--- src/rtl/sha3_pkg.sv ---
// Shared types and constants for the SHA-3 sequencing controller.
package sha3_pkg;

  typedef enum logic [1:0] {
    MODE_224 = 2'd0,
    MODE_256 = 2'd1,
    MODE_384 = 2'd2,
    MODE_512 = 2'd3
  } mode_t;

  typedef enum logic [2:0] {
    S_IDLE,
    S_CLR,
    S_ABSORB,
    S_PAD_HEAD,
    S_PAD_TAIL,
    S_PERM,
    S_SQUEEZE
  } ctrl_state_t;

  localparam int         NROUNDS       = 24;
  localparam logic [7:0] PAD_HEAD_BYTE = 8'h06;
  localparam logic [7:0] PAD_TAIL_BYTE = 8'h80;

  function automatic logic [4:0] rate_lanes(input mode_t m);
    case (m)
      MODE_224: return 5'd18;
      MODE_256: return 5'd17;
      MODE_384: return 5'd13;
      default:  return 5'd9;
    endcase
  endfunction

  function automatic logic [4:0] digest_lanes(input mode_t m);
    case (m)
      MODE_224: return 5'd4;
      MODE_256: return 5'd4;
      MODE_384: return 5'd6;
      default:  return 5'd8;
    endcase
  endfunction

endpackage

--- src/rtl/sha3_pad_gen.sv ---
// Lane index and XOR operand for the two padding cycles.
module sha3_pad_gen
  import sha3_pkg::*;
(
  input  mode_t       mode,
  input  logic [4:0]  lane_cnt,
  input  logic        phase,     // 0 = head byte, 1 = tail byte
  output logic [4:0]  lane,
  output logic [63:0] xor_data
);

  logic [4:0]  last_lane;
  logic [63:0] tail_word;

  always_comb begin
    last_lane = rate_lanes(mode) - 5'd1;
    tail_word = {PAD_TAIL_BYTE, 56'h0};
    if (phase) begin
      lane     = last_lane;
      xor_data = tail_word;
    end else begin
      // Head landing on the last rate lane carries both pad bytes at once.
      lane     = lane_cnt;
      xor_data = {56'h0, PAD_HEAD_BYTE} | ((lane_cnt == last_lane) ? tail_word : '0);
    end
  end

endmodule

--- src/rtl/sha3_ctrl.sv ---
// SHA-3 sequencing controller: absorb, pad, permute and squeeze over an
// external Keccak state datapath.
module sha3_ctrl #(
  parameter int NROUNDS = 24,
  parameter int LANE_W  = 64
) (
  input  logic              ACLK,
  input  logic              ARESETn,
  input  logic              s_tvalid,
  output logic              s_tready,
  input  logic [LANE_W-1:0] s_tdata,
  input  logic              s_tlast,
  input  logic [1:0]        s_tid,
  output logic              st_clr,
  output logic              st_xor_en,
  output logic [4:0]        st_lane,
  output logic [LANE_W-1:0] st_xor_data,
  output logic              rnd_en,
  output logic [4:0]        rnd_idx,
  input  logic [LANE_W-1:0] st_rd_data,
  output logic              m_tvalid,
  input  logic              m_tready,
  output logic [LANE_W-1:0] m_tdata,
  output logic              m_tlast,
  output logic              busy
);
  import sha3_pkg::*;

  ctrl_state_t state_q, state_d;
  mode_t       mode_q, mode_d;
  logic [4:0]  lane_q, lane_d;
  logic [4:0]  rnd_q, rnd_d;
  logic        final_q, final_d;
  logic        padn_q, padn_d;

  logic [4:0]  rate_m1, dig_m1;
  logic [4:0]  pad_lane;
  logic [63:0] pad_data;

  sha3_pad_gen u_pad_gen (
    .mode     (mode_q),
    .lane_cnt (lane_q),
    .phase    (state_q == S_PAD_TAIL),
    .lane     (pad_lane),
    .xor_data (pad_data)
  );

  always_ff @(posedge ACLK) begin
    if (!ARESETn) begin
      state_q <= S_IDLE;
      mode_q  <= MODE_224;
      lane_q  <= '0;
      rnd_q   <= '0;
      final_q <= 1'b0;
      padn_q  <= 1'b0;
    end else begin
      state_q <= state_d;
      mode_q  <= mode_d;
      lane_q  <= lane_d;
      rnd_q   <= rnd_d;
      final_q <= final_d;
      padn_q  <= padn_d;
    end
  end

  always_comb begin
    state_d     = state_q;
    mode_d      = mode_q;
    lane_d      = lane_q;
    rnd_d       = rnd_q;
    final_d     = final_q;
    padn_d      = padn_q;
    s_tready    = 1'b0;
    st_clr      = 1'b0;
    st_xor_en   = 1'b0;
    st_lane     = '0;
    st_xor_data = '0;
    rnd_en      = 1'b0;
    rnd_idx     = '0;
    m_tvalid    = 1'b0;
    m_tdata     = '0;
    m_tlast     = 1'b0;
    busy        = (state_q != S_IDLE);
    rate_m1     = rate_lanes(mode_q) - 5'd1;
    dig_m1      = digest_lanes(mode_q) - 5'd1;

    case (state_q)
      S_IDLE: begin
        if (s_tvalid) begin
          mode_d  = mode_t'(s_tid);
          state_d = S_CLR;
        end
      end
      S_CLR: begin
        st_clr  = 1'b1;
        lane_d  = '0;
        state_d = S_ABSORB;
      end
      S_ABSORB: begin
        s_tready = 1'b1;
        if (s_tvalid) begin
          st_xor_en   = 1'b1;
          st_lane     = lane_q;
          st_xor_data = s_tdata;
          if (!s_tlast) begin
            if (lane_q == rate_m1) begin
              final_d = 1'b0;
              padn_d  = 1'b0;
              state_d = S_PERM;
            end else begin
              lane_d = lane_q + 5'd1;
            end
          end else if (lane_q < rate_m1) begin
            lane_d  = lane_q + 5'd1;
            state_d = S_PAD_HEAD;
          end else begin
            // Block is full: padding goes into a fresh block after this permutation.
            final_d = 1'b0;
            padn_d  = 1'b1;
            state_d = S_PERM;
          end
        end
      end
      S_PAD_HEAD: begin
        st_xor_en   = 1'b1;
        st_lane     = pad_lane;
        st_xor_data = pad_data;
        if (lane_q == rate_m1) begin
          final_d = 1'b1;
          padn_d  = 1'b0;
          state_d = S_PERM;
        end else begin
          state_d = S_PAD_TAIL;
        end
      end
      S_PAD_TAIL: begin
        st_xor_en   = 1'b1;
        st_lane     = pad_lane;
        st_xor_data = pad_data;
        final_d     = 1'b1;
        padn_d      = 1'b0;
        state_d     = S_PERM;
      end
      S_PERM: begin
        rnd_en  = 1'b1;
        rnd_idx = rnd_q;
        if (rnd_q == 5'(NROUNDS - 1)) begin
          rnd_d  = '0;
          lane_d = '0;
          if (final_q)     state_d = S_SQUEEZE;
          else if (padn_q) state_d = S_PAD_HEAD;
          else             state_d = S_ABSORB;
        end else begin
          rnd_d = rnd_q + 5'd1;
        end
      end
      S_SQUEEZE: begin
        m_tvalid = 1'b1;
        st_lane  = lane_q;
        m_tlast  = (lane_q == dig_m1);
        if (mode_q == MODE_224 && lane_q == dig_m1)
          m_tdata = {{(LANE_W-32){1'b0}}, st_rd_data[31:0]};
        else
          m_tdata = st_rd_data;
        if (m_tready) begin
          if (lane_q == dig_m1) begin
            lane_d  = '0;
            state_d = S_IDLE;
          end else begin
            lane_d = lane_q + 5'd1;
          end
        end
      end
      default: state_d = S_IDLE;
    endcase
  end

endmodule

--- config.mk ---
export PLATFORM = sky130hd
export DESIGN_NAME = sha3_ctrl
export DESIGN_NICKNAME = d
export VERILOG_FILES = /design/src/rtl/sha3_pkg.sv /design/src/rtl/sha3_pad_gen.sv /design/src/rtl/sha3_ctrl.sv
export SDC_FILE = /design/constraint.sdc
export NUM_CORES = 1
export LEC_CHECK = 0
export ABC_CLOCK_PERIOD_IN_PS = 4900
export CORE_AREA = 4 4 106 108
export CTS_BUF_LIST = sky130_fd_sc_hd__clkbuf_8
export CTS_CLUSTER_DIAMETER = 80
export CTS_CLUSTER_SIZE = 40
export DETAILED_ROUTE_END_ITERATION = 12
export DIE_AREA = 0 0 110 112
export PLACE_DENSITY = 0.67
export SLEW_MARGIN = 20
export SYNTH_ARGS = -nofsm -noshare
export SYNTH_HDL_FRONTEND = slang
export SYNTH_SLANG_ARGS = --single-unit
--- constraint.sdc ---
create_clock -name ACLK -period 4.9 [get_ports ACLK]
set_input_delay 0.98 -clock ACLK [delete_from_list [all_inputs] [get_ports ACLK]]
set_output_delay 0.98 -clock ACLK [all_outputs]
set_load 0.02 [all_outputs]
==> results.tsv <==
stage	metric	value	unit
die	io_pins	280	
final_layout	antenna_cells	0	
critical_path	timing.rr.end	lane_q[3]	
timing	max_freq	0.240	GHz
clock_network	hold_buffers	0	
clock_network	cts_max_path_buffers	2	
synth	yosysWarnings	0	
placed_design	hpwl	10.4	mm
clock_network	cts.reportedPaths.clkPinSlew	0.08	ns
routing	avgRoutedWirePerCell	16.5	um
run	maxCapViolCount	0	
die	core-area	0.0102	mm2
routing	first_pass_iters	4	
synth	yosysSeqAreaShare	0.148	
critical_path	cp-start-kind	input pin	
critical_path	reg2reg_slack	2.50	ns
clock_network	clock-sinks	17	
clock_network	post_cts_resize_count	0	
timing	finalCriticalPeriod	4.16	ns
global_routing	grt.total_usage	0.179	
synth	synth_flop_cell	dfxtp_1	
timing	clock_skew	0.0111	ns
global_routing	antenna_found_initial	0	
global_routing	grt_pass1_wl	17.3	mm
timing	finalHoldViolations	0	
synth	syn_area_per_cell	6.97	um2
min_path	hold_class	reg2reg	
die	fp.dieW	110	um
synth	yosysMostFrequentCell	and2_1	
critical_path	path_cells	clkdlybuf4s50_1 -> inv_1 -> nor3_4 -> buf_4 -> and2_1 -> clkdlybuf4s50_1	
clock_network	postCtsSetupBuffers	0	
synth	ys_ff_latch	17	
critical_path	crit_path_top_delay_cell	clkdlybuf4s50_1	
timing	period_share	0.850	
timing	slew_viol_final	0	
critical_path	crit_family	buffers and inverters	
final_layout	layout-drive-gt1-share	0.0424	
critical_path	worst-path-max-fanout	63	
timing	whs	0.484	ns
timing	fin_setup_tns	0	ns
routing	vias	3290	
critical_path	ff2ff_path_depth	6	
placed_design	place_area	0.00516	mm2
min_path	hold_start	padn_q	
pwr	pwr_density_cell	115	mW/mm2
clock_network	cts_tree	done	
min_path	hold_end	padn_q	
critical_path	r2r_start	state_q[2]	
die	row_count	37	
timing	worst_pin_slew	0.960	ns
final_layout	area_growth	127	%
routing	drc	0	
timing	max-slew-margin-rel	0.359	
synth	synth_area_leader_cell	and2_1	
synth	yosys-top-cells-area	and2_1 27%, dfxtp_1 15%, and3_1 8.7%, nor2_1 3.9%, clkbuf_1 3.4%	
final_layout	final_cell_area	0.00521	mm2
min_path	hold-path-cell-count	2	
die	start_util	0.224	
clock_network	htree_levels	1	
synth	synth_top_cell_area_share	0.273	
die	die_h	112	um
clock_network	cts_made_buffers	3	
global_routing	grt_overflow	0	
critical_path	cp_slowest_stage_delay	0.69	ns
die	design.die.area	0.0123	mm2
pwr	ir_drop	0.0536	mV
synth	netlist_instances	329	
routing	drt_iter0_drc	153	
timing	rsz0062_at_grt	no	
pwr	power.leakage	2.03	nW
synth	synth-edff-count	0	
clock_network	clk_latency	0.26	ns
final_layout	final_nets	731	
critical_path	required	3.92	ns
placed_design	port_buffers	279	
run_status	status	finished clean	
routing	ant_nets	0	
synth	synthTopCellsByCount	100 x and2_1, 32 x and3_1, 24 x nor2_1	
synth	postSynth.asyncResetShare	0	
critical_path	critPathKind	in2out	
critical_path	crit_path_end_kind	primary output	
synth	synth_nets	470	
clock_network	cts_root_buffer	clkbuf_8	
critical_path	crit_buf_inv	4	
final_layout	fillerInstances	967	
critical_path	cp_common_cell	clkdlybuf4s50_1	
global_routing	grt_pass1_vias	3233	
global_routing	grt_max_degree	64	
synth	syn-cell-area	0.00229	mm2
timing	setup-violations-final	0	
synth	synth.distinct_cells	58	
routing	via_per_inst	4.54	
critical_path	arrival	3.18	ns
placed_design	place_congestion	0.820	
routing	wirelength	12.0	mm
## through the flow
step	utilization	power, mW	std cells	setup WS (ns)
after detailed placement	0.505	0.493	721	0.720
final	0.509	0.597	725	0.736
after CTS	0.509	0.605	725	0.710
after global placement	0.505	0.489	721	0.734
after global routing	0.509	0.634	725	0.565
after floorplan	-	0.304	329	2.09
## power breakdown
| group | total [mW] | internal (mW) | switching (mW) |
|---|---|---|---|
| logic | 0.327 | 0.188 | 0.139 |
| registers | 0.161 | 0.143 | 0.0174 |
| clock network | 0.110 | 0.0565 | 0.0532 |
## layer usage
metal  up-vias  track usage  part of all wire
li1       1634            -                 -
met1      1462        0.168              0.32
met2       186        0.362              0.55
met3         8       0.0568              0.11
met4         0       0.0366             0.013
met5         -            0                 0
## worst min-delay path, stage by stage (launching register included)
cell	delay, ns
dfxtp_1	0.32
nand2_1	0.06
o32ai_1	0.06
## cells by family (layout without fill, tap and decap cells)
kind of cell | after synthesis | in the layout | synth area share
adder cells (fa/ha/maj) | 6 | 6 | 0.0328
XOR/XNOR | 1 | 1 | 0.00382
multiplexers | 3 | 3 | 0.0142
buffers and inverters | 38 | 298 | 0.0731
AND/OR/NAND/NOR | 211 | 211 | 0.544
flip-flops | 17 | 17 | 0.148
AO/OA/AOI/OAI | 53 | 53 | 0.184
## registers in the layout (all words and copies together), names as in the netlist
register  cells
lane_q        5
rnd_q         5
state_q       3
mode_q        2
final_q       1
padn_q        1
## area by class of cell
cell class                 instances  area [um2]  area share
tap                              136         170      0.0327
multi-input combinational        274        1790       0.344
inverter                          11        41.3     0.00792
sequential                        17         340      0.0653
timing repair buffer             283        2820       0.542
clock inverter                     1        5.00    0.000960
clock buffer                       3        41.3     0.00792
## how the worst max path moves through the flow
stage / end / depth (start not counted) / start
3_5_place_dp: st_xor_data[49] / 6 / s_tvalid
4_1_cts: st_xor_data[49] / 6 / s_tvalid
2_1_floorplan: st_xor_data[15] / 4 / s_tvalid
5_1_grt: st_xor_data[49] / 6 / s_tvalid
6_report: st_xor_data[30] / 6 / s_tvalid
3_3_place_gp: st_xor_data[30] / 6 / s_tvalid
## cells in the final DEF (no fill, tap or decap), drive strengths merged, types with 2 or more instances in the layout
master	count
clkdlybuf4s50	279
and2	100
and3	32
nor2	24
nand2	18
dfxtp	17
a21oi	16
inv	11
nand3	9
nand2b	8
o21ai	7
ha	6
a21boi	5
o32ai	5
buf	4
nor3b	3
clkbuf	3
nor3	3
a32oi	3
a21o	3
nor2b	2
or2	2
a22oi	2
mux2	2
or2b	2
Power figures use the tool's default switching activity.
